### src/rtl/dmem_responder.sv
// dmem_responder: single-outstanding data-memory responder with a fixed request-to-response latency
//
// Ports:
//   clk         - single clock, all state updates on its rising edge
//   rst_n       - asynchronous active-low reset
//   req_valid   - initiator presents a request
//   req_ready   - responder can accept a request (IDLE only)
//   req_we      - 1 = store, 0 = load
//   req_addr    - 16-bit word address (low DEPTH_LOG2 bits index the array)
//   req_wdata   - store data
//   resp_valid  - response presented (RESP only)
//   resp_ready  - initiator accepts the response
//   resp_rdata  - load data, 16'h0000 for stores
//   resp_we     - echoes req_we of the transaction being answered
//   resp_err    - address error flag
//
// Optional feature: define DMEM_RESPONDER_ADDR_CHECK_EN to flag requests whose
// address bits above DEPTH_LOG2 are nonzero; such stores are suppressed and
// such loads return zero. Without it upper bits alias and resp_err is 0.
module dmem_responder #(
    parameter int DEPTH_LOG2 = 8,
    parameter int LATENCY    = 2
) (
    input  logic        clk,
    input  logic        rst_n,
    input  logic        req_valid,
    output logic        req_ready,
    input  logic        req_we,
    input  logic [15:0] req_addr,
    input  logic [15:0] req_wdata,
    output logic        resp_valid,
    input  logic        resp_ready,
    output logic [15:0] resp_rdata,
    output logic        resp_we,
    output logic        resp_err
);
    typedef enum logic [1:0] {IDLE, BUSY, RESP} state_t;

    state_t                state, state_nxt;
    logic [3:0]            cnt, cnt_nxt;
    logic                  running;
    logic                  cap_we;
    logic [DEPTH_LOG2-1:0] cap_idx;
    logic                  accept;
    logic                  finish;
    logic                  wr_en;
    logic [15:0]           rd_val;
    logic [15:0]           mem [2**DEPTH_LOG2];

    // running holds req_ready low during reset and raises it at the first edge after release
    assign req_ready  = running && (state == IDLE);
    assign resp_valid = (state == RESP);
    assign accept     = req_valid && req_ready;
    assign finish     = (state == BUSY) && (cnt == 4'd0);

`ifdef DMEM_RESPONDER_ADDR_CHECK_EN
    logic addr_bad;
    logic cap_bad;

    assign addr_bad = |req_addr[15:DEPTH_LOG2];
    assign wr_en    = accept && req_we && !addr_bad;
    assign rd_val   = (cap_we || cap_bad) ? 16'h0000 : mem[cap_idx];

    always_ff @(posedge clk or negedge rst_n) begin
        if (!rst_n) begin
            cap_bad  <= 1'b0;
            resp_err <= 1'b0;
        end else begin
            if (accept)
                cap_bad <= addr_bad;
            if (finish)
                resp_err <= cap_bad;
        end
    end
`else
    // upper address bits alias onto the array
    logic unused_addr;

    assign unused_addr = ^req_addr[15:DEPTH_LOG2];
    assign wr_en       = accept && req_we;
    assign rd_val      = cap_we ? 16'h0000 : mem[cap_idx];
    assign resp_err    = 1'b0;
`endif

    always_comb begin
        state_nxt = state;
        cnt_nxt   = cnt;
        case (state)
            IDLE: if (accept) begin
                state_nxt = BUSY;
                cnt_nxt   = 4'(LATENCY - 1);
            end
            BUSY: if (cnt == 4'd0) state_nxt = RESP;
                  else cnt_nxt = cnt - 4'd1;
            RESP: if (resp_ready) state_nxt = IDLE;
            default: state_nxt = IDLE;
        endcase
    end

    always_ff @(posedge clk or negedge rst_n) begin
        if (!rst_n) begin
            state      <= IDLE;
            cnt        <= 4'd0;
            running    <= 1'b0;
            cap_we     <= 1'b0;
            cap_idx    <= '0;
            resp_rdata <= 16'h0000;
            resp_we    <= 1'b0;
        end else begin
            state   <= state_nxt;
            cnt     <= cnt_nxt;
            running <= 1'b1;
            if (accept) begin
                cap_we  <= req_we;
                cap_idx <= req_addr[DEPTH_LOG2-1:0];
            end
            // read late so a load right after a store to the same word sees the new data
            if (finish) begin
                resp_rdata <= rd_val;
                resp_we    <= cap_we;
            end
        end
    end

    // array is not reset; a store committed at accept survives a later reset
    always_ff @(posedge clk) begin
        if (wr_en)
            mem[req_addr[DEPTH_LOG2-1:0]] <= req_wdata;
    end
endmodule
### config.mk
export PLATFORM = sky130hd
export DESIGN_NAME = dmem_responder
export DESIGN_NICKNAME = d
export VERILOG_FILES = /design/src/rtl/dmem_responder.sv
export SDC_FILE = /design/constraint.sdc
export NUM_CORES = 2
export LEC_CHECK = 0
export BUFFER_PORTS_ARGS = -buffer_cell sky130_fd_sc_hd__buf_2
export CORE_ASPECT_RATIO = 1.1
export CORE_UTILIZATION = 60
export DETAILED_ROUTE_END_ITERATION = 7
export PLACE_DENSITY = 0.76
export SKIP_CTS_REPAIR_TIMING = 1
export SLEW_MARGIN = 10
export SYNTH_ARGS = -nofsm -noshare
export SYNTH_HDL_FRONTEND = slang
export SYNTH_SLANG_ARGS = --single-unit
### constraint.sdc
create_clock -name clk -period 3.7 [get_ports clk]
set_input_delay 0.74 -clock clk [delete_from_list [all_inputs] [get_ports clk]]
set_output_delay 0.74 -clock clk [all_outputs]
set_load 0.01 [all_outputs]
* Yosys cells after proc, flatten, opt, wreduce, memory -nomap -nowiden
Memory sizes are Yosys's and may differ from the RTL's.
Index checks and enable logic that the tools add are counted.
** Storage, ports and cells
- Register bits :: 33
- Input port bits :: 37
- Logic and storage cells :: 34
- Memories :: 1
- Output and inout bits :: 20
- RAM bits :: 4096
** Memory list
- mem :: depth 256, width 16, rd ports 1, clocked after Yosys merged registers in 0, wr ports 1, line 48 : logic [15:0] mem [2**DEPTH_LOG2];
** Cells by class
- Multiplexer cells :: 10
- Equal/unequal tests :: 6
- Add/sub/neg operators :: 1
- Reduce and logical (&&, ||, !) cells :: 9
** Operators by type and width (number)
- two-way mux 16 bit :: 1
- two-way mux 4 bit :: 2
- one-hot mux 4 bit (2 select lines) :: 1
- two-way mux 2 bit :: 3
- one-hot mux 2 bit (3 select lines) :: 1
- AND reduction 3 bit :: 2
- logical AND 1 bit :: 4
- logical NOT 4 bit :: 1
- != test 2 x 1 -> 1 bit, second input constant :: 2
- != test 2 bit, second input constant :: 2
- subtractor 4 x 1 -> 4 bit, second input constant :: 1
- equality test 2 x 1 -> 1 bit, second input constant :: 1
- equality test 2 bit, second input constant :: 1
- logical NOT 2 bit :: 1
- two-way mux 1 bit :: 2
- nonzero test 2 bit :: 1

* Logic depth before layout (Yosys ltp)
- Word-level depth :: 6
- Depth in mapped cells :: 14
- Mapped depth without buffers :: 9

* Worst setup path after synthesis
No wires, ideal clock.
- Path kind :: register to register
- Start point :: reg state[0]
- End point :: mem mem[180][0] (enable)
- Data required time :: 3312 ps
- Data arrival time :: 2769 ps
- Setup slack :: 543 ps
- Library setup time :: 388 ps
- Path buffers :: 2
- Cell stages (with the launch flop) :: 9
- Period minus slack after synthesis :: 3157 ps
- Path through :: dfrtp_1 > nor3b_1 > and2_1 > buf_2 > nand2_1 > nor3b_1 > nand3_1 > clkbuf_1 > nor2_1
** On the way
- Word-level cells in the longest chain between the ends :: 6
** RTL lines
- from (decl) :: line 39 : state_t state, state_nxt;
- from (signal assigned) :: line 110 : state <= state_nxt;
- logical NOT 2 bit :: line 51 : assign req_ready = running && (state == IDLE);
- logical AND 1 bit :: line 51
- named net req_ready :: line 27 : output logic req_ready,
- logical AND 1 bit :: line 53 : assign accept = req_valid && req_ready;
- logical AND 1 bit :: line 80 : assign wr_en = accept && req_we;
- two-way mux 1 bit :: line 127 : if (wr_en)
- two-way mux 1 bit (implied by the code) :: line 128 : mem[req_addr[DEPTH_LOG2-1:0]] <= req_wdata;
- to (decl) :: line 48
The timed path passes the listed nets, and every way through them passes these cells.

* Worst setup path in the final report
- Start point :: reg cap_idx[0]
- End point :: reg resp_rdata[15]
** On the way
- Word-level cells in the longest chain between the ends :: 2
** RTL lines
- from (decl) :: line 43 : logic [DEPTH_LOG2-1:0] cap_idx;
- from (signal assigned) :: line 115 : cap_idx <= req_addr[DEPTH_LOG2-1:0];
- memory read (256 x 16 bit)
- two-way mux 16 bit :: line 81 : assign rd_val = cap_we ? 16'h0000 : mem[cap_idx];
- to (signal assigned) :: line 119 : resp_rdata <= rd_val;
- to (decl) :: line 33 : output logic [15:0] resp_rdata,
No other way between the ends.
A chain may end at the register's enable or synchronous reset.

==> metrics <==
Sink Count 4129; Post-synth EDFFs 4096; dpl cell area 0.170 mm^2; Tot GR Track Use 33.3%; drt pass-1 iters 8; critical path required time 4.52 ns; reg2reg end resp_rdata[15]; Synth cell types 74; R2R Path Start cap_idx[0]; CP Class register to register; MaxCap Viol Count 0; CTS root buf clkbuf_16; Avg Synthesized Cell Area 19.9 um^2; DR iter-0 viols 13600; ANT nets after route 0; Chip Width 495 um; crit path max fanout 27; initial antenna violation count 24; Routed WL per cell 35.5 um; Initial Util 60.5%; Synth-to-Final Area Change 13.7%; # IOs 57; dominant synthesized flop cell edfxtp_1; Die Area 0.270 mm^2; share of the synthesized area in the top cell type 76.6%; CP Launch Type register; htree depth 5; asr flop ratio synth 0.799%; register area share after synthesis 77.1%; Max Fclk 0.270 GHz; GPL Wtd Cong 0.955; dpl cells 11900; Crit. End Element register; row count 198; area of the core 0.265 mm^2; worst slew pin tran 1.22 ns; Vias per Instance 7.00; first-pass GRT wire length 631 mm; post-synthesis cell count 8051; Arr. time, crit path 4.51 ns; leading post-synthesis cells by cell area edfxtp_1, mux4_2, mux2i_1; Slew Limit Fails 0; PnR Total Power 133 mW; # setup viols final 0; maximum vdd drop 601 uV; worst-case clock buffer depth 4; r2r worst-path depth 10; chip height 545 um; dominant cell type by area after synthesis edfxtp_1; Hold Violations, Final 0; Leakage 59.8 nW; latest clock arrival within the worst-skew pair 0.93 ns; Congestion Overflow GR 0; Tcrit/Tclk final 100%; Post-Syn Nets 8090; Worst Hold Class input pin to asynchronous set/reset pin; min cycle time layout 3.70 ns; YS warnings 0; WHS 0.0172 ns; Num CTS Buffers 390; vias in the first global route 87700; Clock transition at path regs 0.06 ns; largest net degree at the start of global routing 113; nets 8850; share of cells above drive strength 1 22.5%; r2r setup slk 0.0008 ns; # DRC 0; cell area after synthesis 0.161 mm^2; synthesis-stage register bit count 4129; Non-Filler Instances 12600; final instance area 0.183 mm^2; PortBufs 47; drt total wl 448 mm; CTS tree done; status complete, no violations; PD cells 728 mW/mm^2; Layout Skew 0.0566 ns; vias 88500; DP HPWL 274 mm; RSZ-0062 raised after global routing no; Slew headroom 18.3%
==> worst max-delay path, stage by stage (launching register included) <==
cell	delay (ns)
dfrtp_4	0.52
buf_4	0.24
buf_12	0.26
mux2i_1	0.37
o221ai_1	0.31
a32oi_1	0.24
o21ai_0	0.29
o211ai_1	0.71
nor3_1	0.11
buf_4	0.18
or3_1	0.34
==> worst max path at each step <==
stage / end / depth (start not counted) / slack [ns] / start
floorplan: mem[180][0] / 8 / 0.54 / state[0]
global placement: resp_rdata[4] / 8 / -0.33 / cap_idx[2]
detailed placement: resp_rdata[4] / 8 / -0.31 / cap_idx[2]
CTS: resp_rdata[4] / 8 / -0.34 / cap_idx[2]
global route: resp_rdata[12] / 10 / 0.02 / cap_idx[0]
finish: resp_rdata[15] / 10 / 0.0008 / cap_idx[0]
==> per-layer routing <==
layer	GRT usage (%)	vias up	routed length (um)	share of wire, %
li1	-	35200	-	-
met1	43.0	45200	149000	33
met2	51.9	6809	210000	47
met3	8.58	1318	59400	13
met4	19.3	10	30200	6.7
met5	0	-	86	0.019
==> synthesized netlist by cell type (18+ instances only) <==
| master | n |
|---|---|
| buf_4 | 65 |
| o221ai_1 | 341 |
| nor3_1 | 85 |
| nand3_1 | 53 |
| nand2_1 | 115 |
| and2_1 | 31 |
| nor4_1 | 20 |
| o211ai_1 | 20 |
| a31oi_1 | 43 |
| buf_6 | 108 |
| o22ai_1 | 241 |
| nor2_1 | 375 |
| dfrtp_1 | 33 |
| mux2_2 | 18 |
| clkbuf_1 | 220 |
| a21oi_1 | 222 |
| mux4_2 | 568 |
| buf_1 | 49 |
| mux2i_1 | 923 |
| edfxtp_1 | 4096 |
| buf_2 | 54 |
| o21ai_0 | 128 |
==> registers in the layout, summed over array words and instances, names as in the netlist <==
name        count
running         1
resp_rdata     16
cnt             4
state           2
resp_we         1
cap_we          1
mem          4096
cap_idx         8
==> layout by cell type (no fill, tap or decap), types with 47 or more instances in the layout <==
cell type | Yosys | final
a21oi_1 | 222 | 222
buf_12 | 3 | 122
buf_4 | 65 | 699
clkbuf_1 | 220 | 62
clkbuf_16 | 0 | 395
clkinv_1 | 0 | 104
clkinv_2 | 0 | 75
edfxtp_1 | 4096 | 4096
mux2i_1 | 923 | 923
mux4_2 | 568 | 568
nand2_1 | 115 | 112
nand3_1 | 53 | 47
nor2_1 | 375 | 363
nor3_1 | 85 | 81
o21ai_0 | 128 | 127
o221ai_1 | 341 | 341
o22ai_1 | 241 | 240
==> metrics by stage <==
step / setup slack [ns] / setup TNS (ns) / util, %
2_1_floorplan: 0.543 / 0 / -
3_3_place_gp: -0.334 / -0.356 / 64.1
3_5_place_dp: -0.315 / -0.322 / 64.1
4_1_cts: -0.343 / -0.483 / 68.8
5_1_grt: 0.0234 / 0 / 68.8
6_report: 0.000834 / 0 / 68.8
==> report_power, final <==
part / total (mW) / switching, mW / leakage, nW / internal [mW]
Sequential: 52.0 / 0.479 / 37.2 / 51.6
Clock: 39.2 / 17.2 / 6.05 / 22.0
Combinational: 41.6 / 25.7 / 16.5 / 15.9
Total: 133 / 43.3 / 59.8 / 89.5
==> cell type report <==
cell class              count  area, um^2
inverters                  11        58.8
well taps                3500        4380
clock buffers             459       10100
clock inverters           250        2230
flip-flops and latches   4129      124000
repair buffers            870        8100
fillers                 15600       82800
multi-input cells        3409       33700
diodes                     16        40.0
==> logic make-up after synthesis <==
group                    synth area share, %
AO/OA/AOI/OAI                           5.02
adder cells (fa/ha/maj)               0.0156
buffers and inverters                   1.95
flip-flops                              77.1
multiplexers                            13.9
other                                0.00468
AND/OR/NAND/NOR                         2.03
Power figures use the tool's default switching activity.
